==> src/rtl/bus_rr_arbiter.sv <==
// ---------------------------------------------------------------------------
// bus_rr_arbiter
//   Round-robin arbiter and sequencer for the shared packet bus. One request
//   is granted at a time. The winner's packet is captured and its FIFO is
//   popped. The destination ID is decoded into per-port push strobes, and the
//   packet is then driven on the bus for one cycle. If the destination does
//   not resolve to at least one port, the packet is dropped and a saturating
//   drop counter advances.
//
// Ports
//   clk_i        system clock, rising edge
//   reset_i      asynchronous reset, active low
//   req_i        per-driver request, packet valid on pkt_in_i slice
//   pkt_in_i     packets, driver i at [i*PCKG +: PCKG]
//   pop_o        one-hot 1-cycle pulse, granted driver's packet consumed
//   bus_valid_o  bus_data_o valid this cycle
//   bus_data_o   packet on the bus (holds last delivered packet)
//   bus_src_o    index of the driver owning the bus (holds last value)
//   push_o       destination strobes, valid with bus_valid_o
//   drop_o       1-cycle pulse, captured packet discarded
//   drop_cnt_o   saturating count of dropped packets
//
// state | meaning
// ------+-------------------------------------------------------------------
// IDLE  | wait for any request, arbitrate and capture the winner's packet
// GRANT | pop the winner's FIFO, decode the destination mask
// SEND  | drive bus + push strobes, or pulse drop when the mask is empty
// ---------------------------------------------------------------------------
module bus_rr_arbiter #(
  parameter int          DRIVERS = 4,
  parameter int          PCKG    = 16,
  parameter logic [7:0]  BROD    = 8'hFF,
  localparam int         IDX_W   = $clog2(DRIVERS)
) (
  input  logic                      clk_i,
  input  logic                      reset_i,
  input  logic [DRIVERS-1:0]        req_i,
  input  logic [DRIVERS*PCKG-1:0]   pkt_in_i,
  output logic [DRIVERS-1:0]        pop_o,
  output logic                      bus_valid_o,
  output logic [PCKG-1:0]           bus_data_o,
  output logic [IDX_W-1:0]          bus_src_o,
  output logic [DRIVERS-1:0]        push_o,
  output logic                      drop_o,
  output logic [7:0]                drop_cnt_o
);

  typedef enum logic [1:0] {
    ST_IDLE  = 2'd0,
    ST_GRANT = 2'd1,
    ST_SEND  = 2'd2
  } state_t;

  localparam logic [IDX_W-1:0] LAST_IDX = IDX_W'(DRIVERS - 1);

  state_t               state_q, state_d;
  logic [IDX_W-1:0]     last_grant_q, last_grant_d;
  logic [IDX_W-1:0]     src_q, src_d;
  logic [PCKG-1:0]      pkt_q, pkt_d;
  logic [DRIVERS-1:0]   mask_q, mask_d;
  logic [PCKG-1:0]      bus_data_q, bus_data_d;
  logic [IDX_W-1:0]     bus_src_q, bus_src_d;
  logic [7:0]           drop_cnt_q, drop_cnt_d;

  logic                 win_found;
  logic [IDX_W-1:0]     win_idx;
  logic [PCKG-1:0]      win_pkt;
  logic [7:0]           dest_id;
  logic [DRIVERS-1:0]   dest_mask;

  // -------------------------------------------------------------------------
  // Round-robin search: start just after the last winner and wrap, so a
  // driver holding its request waits until every other requester is served.
  // -------------------------------------------------------------------------
  always_comb begin
    int cand;
    win_found = 1'b0;
    win_idx   = '0;
    cand      = 0;
    for (int i = 1; i <= DRIVERS; i++) begin
      cand = int'(last_grant_q) + i;
      if (cand >= DRIVERS) begin
        cand = cand - DRIVERS;
      end
      if (!win_found && req_i[cand]) begin
        win_found = 1'b1;
        win_idx   = IDX_W'(cand);
      end
    end
  end

  // Packet mux for the winner. A loop avoids a variable-width part select.
  always_comb begin
    win_pkt = '0;
    for (int i = 0; i < DRIVERS; i++) begin
      if (win_idx == IDX_W'(i)) begin
        win_pkt = pkt_in_i[i*PCKG +: PCKG];
      end
    end
  end

  // -------------------------------------------------------------------------
  // Destination decode from the captured packet. Broadcast wins over the
  // unicast range check. A packet addressed to its own source is treated as
  // undeliverable.
  // -------------------------------------------------------------------------
  assign dest_id = pkt_q[PCKG-1 -: 8];

  always_comb begin
    dest_mask = '0;
    if (dest_id == BROD) begin
      dest_mask        = '1;
      dest_mask[src_q] = 1'b0;
    end else if ((int'(dest_id) < DRIVERS) && (int'(dest_id) != int'(src_q))) begin
      dest_mask[dest_id[IDX_W-1:0]] = 1'b1;
    end
  end

  // -------------------------------------------------------------------------
  // FSM next state
  // -------------------------------------------------------------------------
  always_comb begin
    state_d = state_q;
    unique case (state_q)
      ST_IDLE: begin
        if (win_found) begin
          state_d = ST_GRANT;
        end
      end
      ST_GRANT: state_d = ST_SEND;
      ST_SEND:  state_d = ST_IDLE;
      default:  state_d = ST_IDLE;
    endcase
  end

  // -------------------------------------------------------------------------
  // Datapath next values
  // -------------------------------------------------------------------------
  always_comb begin
    last_grant_d = last_grant_q;
    src_d        = src_q;
    pkt_d        = pkt_q;
    mask_d       = mask_q;
    bus_data_d   = bus_data_q;
    bus_src_d    = bus_src_q;
    drop_cnt_d   = drop_cnt_q;

    unique case (state_q)
      ST_IDLE: begin
        if (win_found) begin
          pkt_d        = win_pkt;
          src_d        = win_idx;
          last_grant_d = win_idx;
        end
      end
      ST_GRANT: begin
        mask_d = dest_mask;
        // The bus registers only load on delivery, so they hold the last
        // delivered packet through drops and idle periods.
        if (dest_mask != '0) begin
          bus_data_d = pkt_q;
          bus_src_d  = src_q;
        end else if (drop_cnt_q != 8'hFF) begin
          drop_cnt_d = drop_cnt_q + 8'd1;
        end
      end
      default: begin
      end
    endcase
  end

  // -------------------------------------------------------------------------
  // Registers
  // -------------------------------------------------------------------------
  always_ff @(posedge clk_i or negedge reset_i) begin
    if (!reset_i) begin
      state_q      <= ST_IDLE;
      last_grant_q <= LAST_IDX;
      src_q        <= '0;
      pkt_q        <= '0;
      mask_q       <= '0;
      bus_data_q   <= '0;
      bus_src_q    <= '0;
      drop_cnt_q   <= '0;
    end else begin
      state_q      <= state_d;
      last_grant_q <= last_grant_d;
      src_q        <= src_d;
      pkt_q        <= pkt_d;
      mask_q       <= mask_d;
      bus_data_q   <= bus_data_d;
      bus_src_q    <= bus_src_d;
      drop_cnt_q   <= drop_cnt_d;
    end
  end

  // -------------------------------------------------------------------------
  // Outputs. Strobes decode from the registered state, so an async reset
  // clears them in the same cycle.
  // -------------------------------------------------------------------------
  always_comb begin
    pop_o = '0;
    if (state_q == ST_GRANT) begin
      pop_o[src_q] = 1'b1;
    end
  end

  always_comb begin
    push_o      = '0;
    bus_valid_o = 1'b0;
    drop_o      = 1'b0;
    if (state_q == ST_SEND) begin
      push_o      = mask_q;
      bus_valid_o = (mask_q != '0);
      drop_o      = (mask_q == '0);
    end
  end

  assign bus_data_o = bus_data_q;
  assign bus_src_o  = bus_src_q;
  assign drop_cnt_o = drop_cnt_q;

endmodule

==> config.mk <==
export PLATFORM = sky130hd
export DESIGN_NAME = bus_rr_arbiter
export DESIGN_NICKNAME = d
export VERILOG_FILES = /design/src/rtl/bus_rr_arbiter.sv
export SDC_FILE = /design/constraint.sdc
export NUM_CORES = 1
export LEC_CHECK = 0
export ABC_AREA = 1
export CAP_MARGIN = 20
export CORE_MARGIN = 2
export CORE_UTILIZATION = 40
export DETAILED_ROUTE_END_ITERATION = 10
export GPL_TIMING_DRIVEN = 0
export PLACE_DENSITY = 0.73
export SYNTH_ARGS = -nofsm -noshare
export SYNTH_HDL_FRONTEND = slang
export SYNTH_SLANG_ARGS = --single-unit
==> constraint.sdc <==
create_clock -name clk_i -period 2.6 [get_ports clk_i]
set_input_delay 0.26 -clock clk_i [delete_from_list [all_inputs] [get_ports clk_i]]
set_output_delay 0.26 -clock clk_i [all_outputs]
set_load 0.01 [all_outputs]
---- Word level (Yosys, flattened, before mapping) ----
Index checks and enable logic that the tools add are counted.
operators by class
  add/subtract/negate cells ............... 9
  magnitude comparators ................... 13
  equal/unequal tests ..................... 9
  muxes and demuxes ....................... 40
  bitwise operators ....................... 2
  reduce and logical (&&, ||, !) cells .... 17
operator list
  kind                   count
  $lt A32 B4 Y1 const B  4
  $mux W32               4
  $mux W16               4
  $mux W1                16
  $mux W4                4
  $sub A3 B3 Y4 const B  3
  $mux W2                5
  $ge A3 B3 Y1 const B   3
  $add A8 B1 Y8 const B  1
  $bmux W1 S2            4
  $eq A8 B8 Y1 const B   1
  $lt A8 B3 Y1 const B   1
  $ne A8 B3 Y1           1
  $ne A8 B8 Y1 const B   1
  $reduce_bool A4 Y1     2
  $add A2 B2 Y3 const B  2
  $eq A2 B2 Y1 const B   3
  $logic_and A1 B1 Y1    6
  $lt A2 B3 Y1 const B   2
  $sub A4 B3 Y5 const B  1
  $add A2 B3 Y4 const B  1
  $demux W1 S2           2
  $eq A2 B1 Y1 const B   2
  $ge A2 B1 Y1 const B   2
  other kinds (11)       15
storage, ports and cells
  flip-flop bits (word level) ............. 52
  input port bits ......................... 70
  output and inout bits ................... 36

---- Logic depth before layout (Yosys ltp) ----
  depth in word-level cells ............... 21
  mapped depth ............................ 16
  depth with buffers taken out ............ 15

---- Least setup slack after synthesis ----
OpenSTA, ideal clock, no wires.
  kind .................................... reg-to-reg
  start ................................... register last_grant_q[0]
  end ..................................... register pkt_q[3]
  library setup time ...................... 0.116 ns
  arrival ................................. 1.825 ns
  required time ........................... 2.484 ns
  path slack .............................. 0.659 ns
  stages on the path, launching flop included .. 15
  buffers on the path ..................... 3
  clock period less this slack ............ 1.941 ns
  cells stage by stage .................... dfstp_2 -> buf_4 -> nand2_1 -> nand2_1 -> nand2_2 -> nand2_4 -> nor2_2 -> a21oi_4 -> nand3_4 -> buf_6 -> buf_6 -> o21ai_1 -> nand3_1 -> nand2_1 -> nand2_1
between the ends
  cells in the longest elaborated chain, start to end .. 21
RTL lines
  what                                           RTL line  source
  from (decl)                                    57        logic [IDX_W-1:0] last_grant_q, last_grant_d;
  from (signal assigned)                         187       last_grant_q <= last_grant_d;
  $add A2 B1 Y3                                  81        cand = int'(last_grant_q) + i;
  $sub A3 B3 Y4 or $ge A3 B3 Y1 (tied branches)  83, 82
  $mux W32                                       82        if (cand >= DRIVERS) begin
  $bmux W1 S2                                    85        if (!win_found && req_i[cand]) begin
  $mux W1 (implied by the code) (2 in series)    85
  $mux W1                                        85
  $logic_not A1 Y1                               85
  $logic_and A1 B1 Y1                            85
  $mux W1                                        85
  $logic_not A1 Y1                               85
  $logic_and A1 B1 Y1                            85
  $mux W1                                        85
  $logic_not A1 Y1                               85
  $logic_and A1 B1 Y1                            85
  $mux W2                                        85
  $logic_not A2 Y1                               96        if (win_idx == IDX_W'(i)) begin
  $mux W16 (4 in series)                         96
  to (signal assigned)                           189       pkt_q <= pkt_d;
  to (decl)                                      59        logic [PCKG-1:0] pkt_q, pkt_d;
Parallel ways exist; a longest one is shown, timed or not. The select of a mux whose other input is x is not followed.
A chain may end at the register's enable or synchronous reset.

---- Worst setup path in the final report ----
  start ................................... register last_grant_q[0]
  end ..................................... register pkt_q[4]
The elaborated chain is that of the path after synthesis.

==> out/results.ini <==
[placed_design]
dpl_cell_area_um2=4299
dp_hpwl_um=6195
place_inst=642
port_buffers=105
gp_congestion=0.8144

[timing]
period_needed_ns=2.188
worst_hold_slack_ns=0.4326
final.period_utilization_pct=84.16
finalHoldViolCount=0
fmax_mhz=457.0
setup_violations=0
grt_setup_unrepaired=no
fin_worst_skew_ns=0.01071
slew_viol_final=0
worst_pin_slew_ns=0.4664
relSlewSlack_pct=68.91

[logic_synthesis]
synth.area.top_cells=dfrtp_1 (40%), nand2_1 (20%), nand3_1 (6.0%), inv_1 (5.2%), o21ai_1 (4.4%)
ys_ff_latch=52
synth_flop_cell=dfrtp_1
synth_compound_area_share_pct=9.025
synthTopCellsByCount=nand2_1 (163), dfrtp_1 (50), inv_1 (43), nand3_1 (37), o21ai_1 (27)
yosysMostFrequentCell=nand2_1
synth_edf_count=0
async_reset_ff_share_pct=100.0
syn_area_per_cell_um2=7.155
yosys.area_share.simple_pct=37.31
synth_cell_types=32
ys_seq_area_share_pct=41.98
synth_top_family_by_area=simple AND/OR/NAND/NOR gates
synthMuxAreaShare_pct=0
post-synth-top-area-fraction_pct=40.29
netlist_instances=434
synthAdderAreaFrac_pct=0.4029
synth_xor_area_share_pct=1.974
synth_area_um2=3105
synth_top_area_cell=dfrtp_1
synthesis.nets=505
yosysWarnings=0

[finish]
multi_input_area_um2=1513
area_growth_pct=41.86
fillCellCount=717
stdcell_area_um2=4405
drive_above_1_share_pct=10.56
n_antenna_cell=0
stdcell_count=651
final_nets=619
seq_area_um2=1304

[power]
p_leak_nw=2.147
power_density_nw_per_um2=1251
ir_drop_v=0.0006603

[die]
start_util_pct=40.82
die-area_um2=8484
die_x_um=92.11
rows=32
core-area_um2=7607
fp.dieH_um=92.11
io_pins=106

[min_path]
hp-class=primary input to asynchronous set/reset pin

[setup_path]
cp_max_fo=10
criticalPathCategory=flop to flop
arrival_ns=2.41
reg2reg_slack_ns=0.41
required_ns=2.82
cp-start-kind=flop
worstSetupEndpointType=flop

[clock_tree]
h-tree-depth=2
clk_pin_slew_ns=0.10
cts_buffers=5
cts_resized=0
tritoncts=yes
clockRootBuffer=clkbuf_8
clock-sinks=52
cts_setup_buffers=0
postCtsHoldBufs=1
cts.path.max_buffers=2
clk_latency_ns=0.32

[global_route]
grt_pass1_vias=2898
antenna_found_initial=0
grt_pass1_wl_um=12810
grt_usage_pct=18.61
grt.overflow.total=0
grt_max_degree=34

[drt]
drtIter0Drc=97
wl_met1_um=3355
routedWlPerCell_um=11.59
wl_um=7545
post_drt_via_cell_ratio=4.697
drcViolationCount=0
routed.top_layer=met4
ant_nets=0
dr_wl_met2_um=3732
dr.pass1.iters=5
vias=3058
wl_met3_um=357

[outcome]
status=completed

[run]
drv_cap=0

[stage by stage]
stage               TNS, ns  power, mW  worst slack (ns)  utilization, %
floorplan                 0      3.927            0.6585               -
global placement     -7.144      4.974           -0.1450           56.32
detailed placement        0      5.073            0.3558           56.51
CTS                       0      5.571            0.4084           57.91
global route              0      6.143            0.2122           57.91
finish                    0      5.513            0.4118           57.91
[kinds of logic (layout without fill, tap and decap cells)]
logic type / Yosys count / count (layout)
flops: 52 / 52
buf+inv: 67 / 182
simple gates: 254 / 254
compound gates: 53 / 53
fa+ha+maj: 1 / 1
xor+xnor: 7 / 7
[layout make-up]
class / count / area share, %
Inverter: 51 / 4.345
Multi-Input combinational cell: 315 / 34.34
Clock inverter: 3 / 0.6248
Timing Repair Buffer: 107 / 24.42
Tap cell: 102 / 2.897
Sequential cell: 52 / 29.59
Clock buffer: 5 / 1.562
Buffer: 16 / 2.215
[metal layers]
metal  vias to the layer above  GRT usage [%]
met2                        74          32.05
met4                         0          4.851
met1                      1368          23.95
met3                         8          3.698
li1                       1608              -
met5                         -              0
[sequential cells by signal (all words and copies together) (netlist names)]
signal and count:
bus_src_o 2, src_q 2, last_grant_q 2, pkt_q 16, drop_cnt_o 8, mask_q 4
state_q 2, bus_data_o 16
[worst max-delay path: stages, from the launching register on]
cell	delay (ns)
dfstp_2	0.55
buf_4	0.18
nand2_1	0.08
nand2_2	0.10
nand2_2	0.08
nand2_4	0.10
nor2_2	0.06
a21oi_4	0.15
nand3_4	0.11
buf_6	0.16
buf_6	0.14
o21ai_1	0.11
nand3_1	0.15
nand2_1	0.09
nand2_1	0.05
[power breakdown]
part	internal [mW]	switching (mW)	total, mW
sequential	1.17	0.247	1.42
clock	0.198	0.284	0.482
combinational	1.45	2.16	3.62
[worst paths after layout]
path | startpoint | to | depth (start not counted)
max in group asynchronous | reset_i | state_q[1] | 3
setup / recovery | last_grant_q[0] | pkt_q[4] | 14
min in group clk_i | bus_data_o[0] | bus_data_o[0] | 2
setup reg to reg | last_grant_q[0] | pkt_q[4] | 14
hold / removal | reset_i | drop_cnt_o[2] | 2
hold reg to reg | bus_data_o[0] | bus_data_o[0] | 2
[cell usage in the layout (no fill, tap or decap)]
cell type	synthesis	layout
nand2_1	163	163
clkdlybuf4s50_1	0	104
dfrtp_1	50	50
inv_1	43	43
nand3_1	37	37
o21ai_1	27	27
o21ai_0	22	22
nor2_1	13	13
nand4_1	10	10
buf_2	9	10
inv_2	8	8
nand2_2	8	8
xnor2_1	5	5
clkbuf_8	0	5
nor3_1	4	4
nor2_2	4	4
buf_4	3	3
nor2_4	3	3
nand3_2	3	3
nor4_1	2	2
nand2_4	2	2
buf_6	2	2
clkbuf_1	2	2
o22ai_1	2	2
xor2_1	2	2
dfstp_2	2	2
nand4_2	1	1
a21oi_4	1	1
nand3_4	1	1
nand3b_1	1	1
nor4_2	1	1
and2_1	1	1
a31oi_1	1	1
ha_1	1	1
inv_8	0	1
clkinv_4	0	1
clkinvlp_4	0	1
dlygate4sd3_1	0	1
buf_12	0	1
Power figures use the tool's default switching activity.
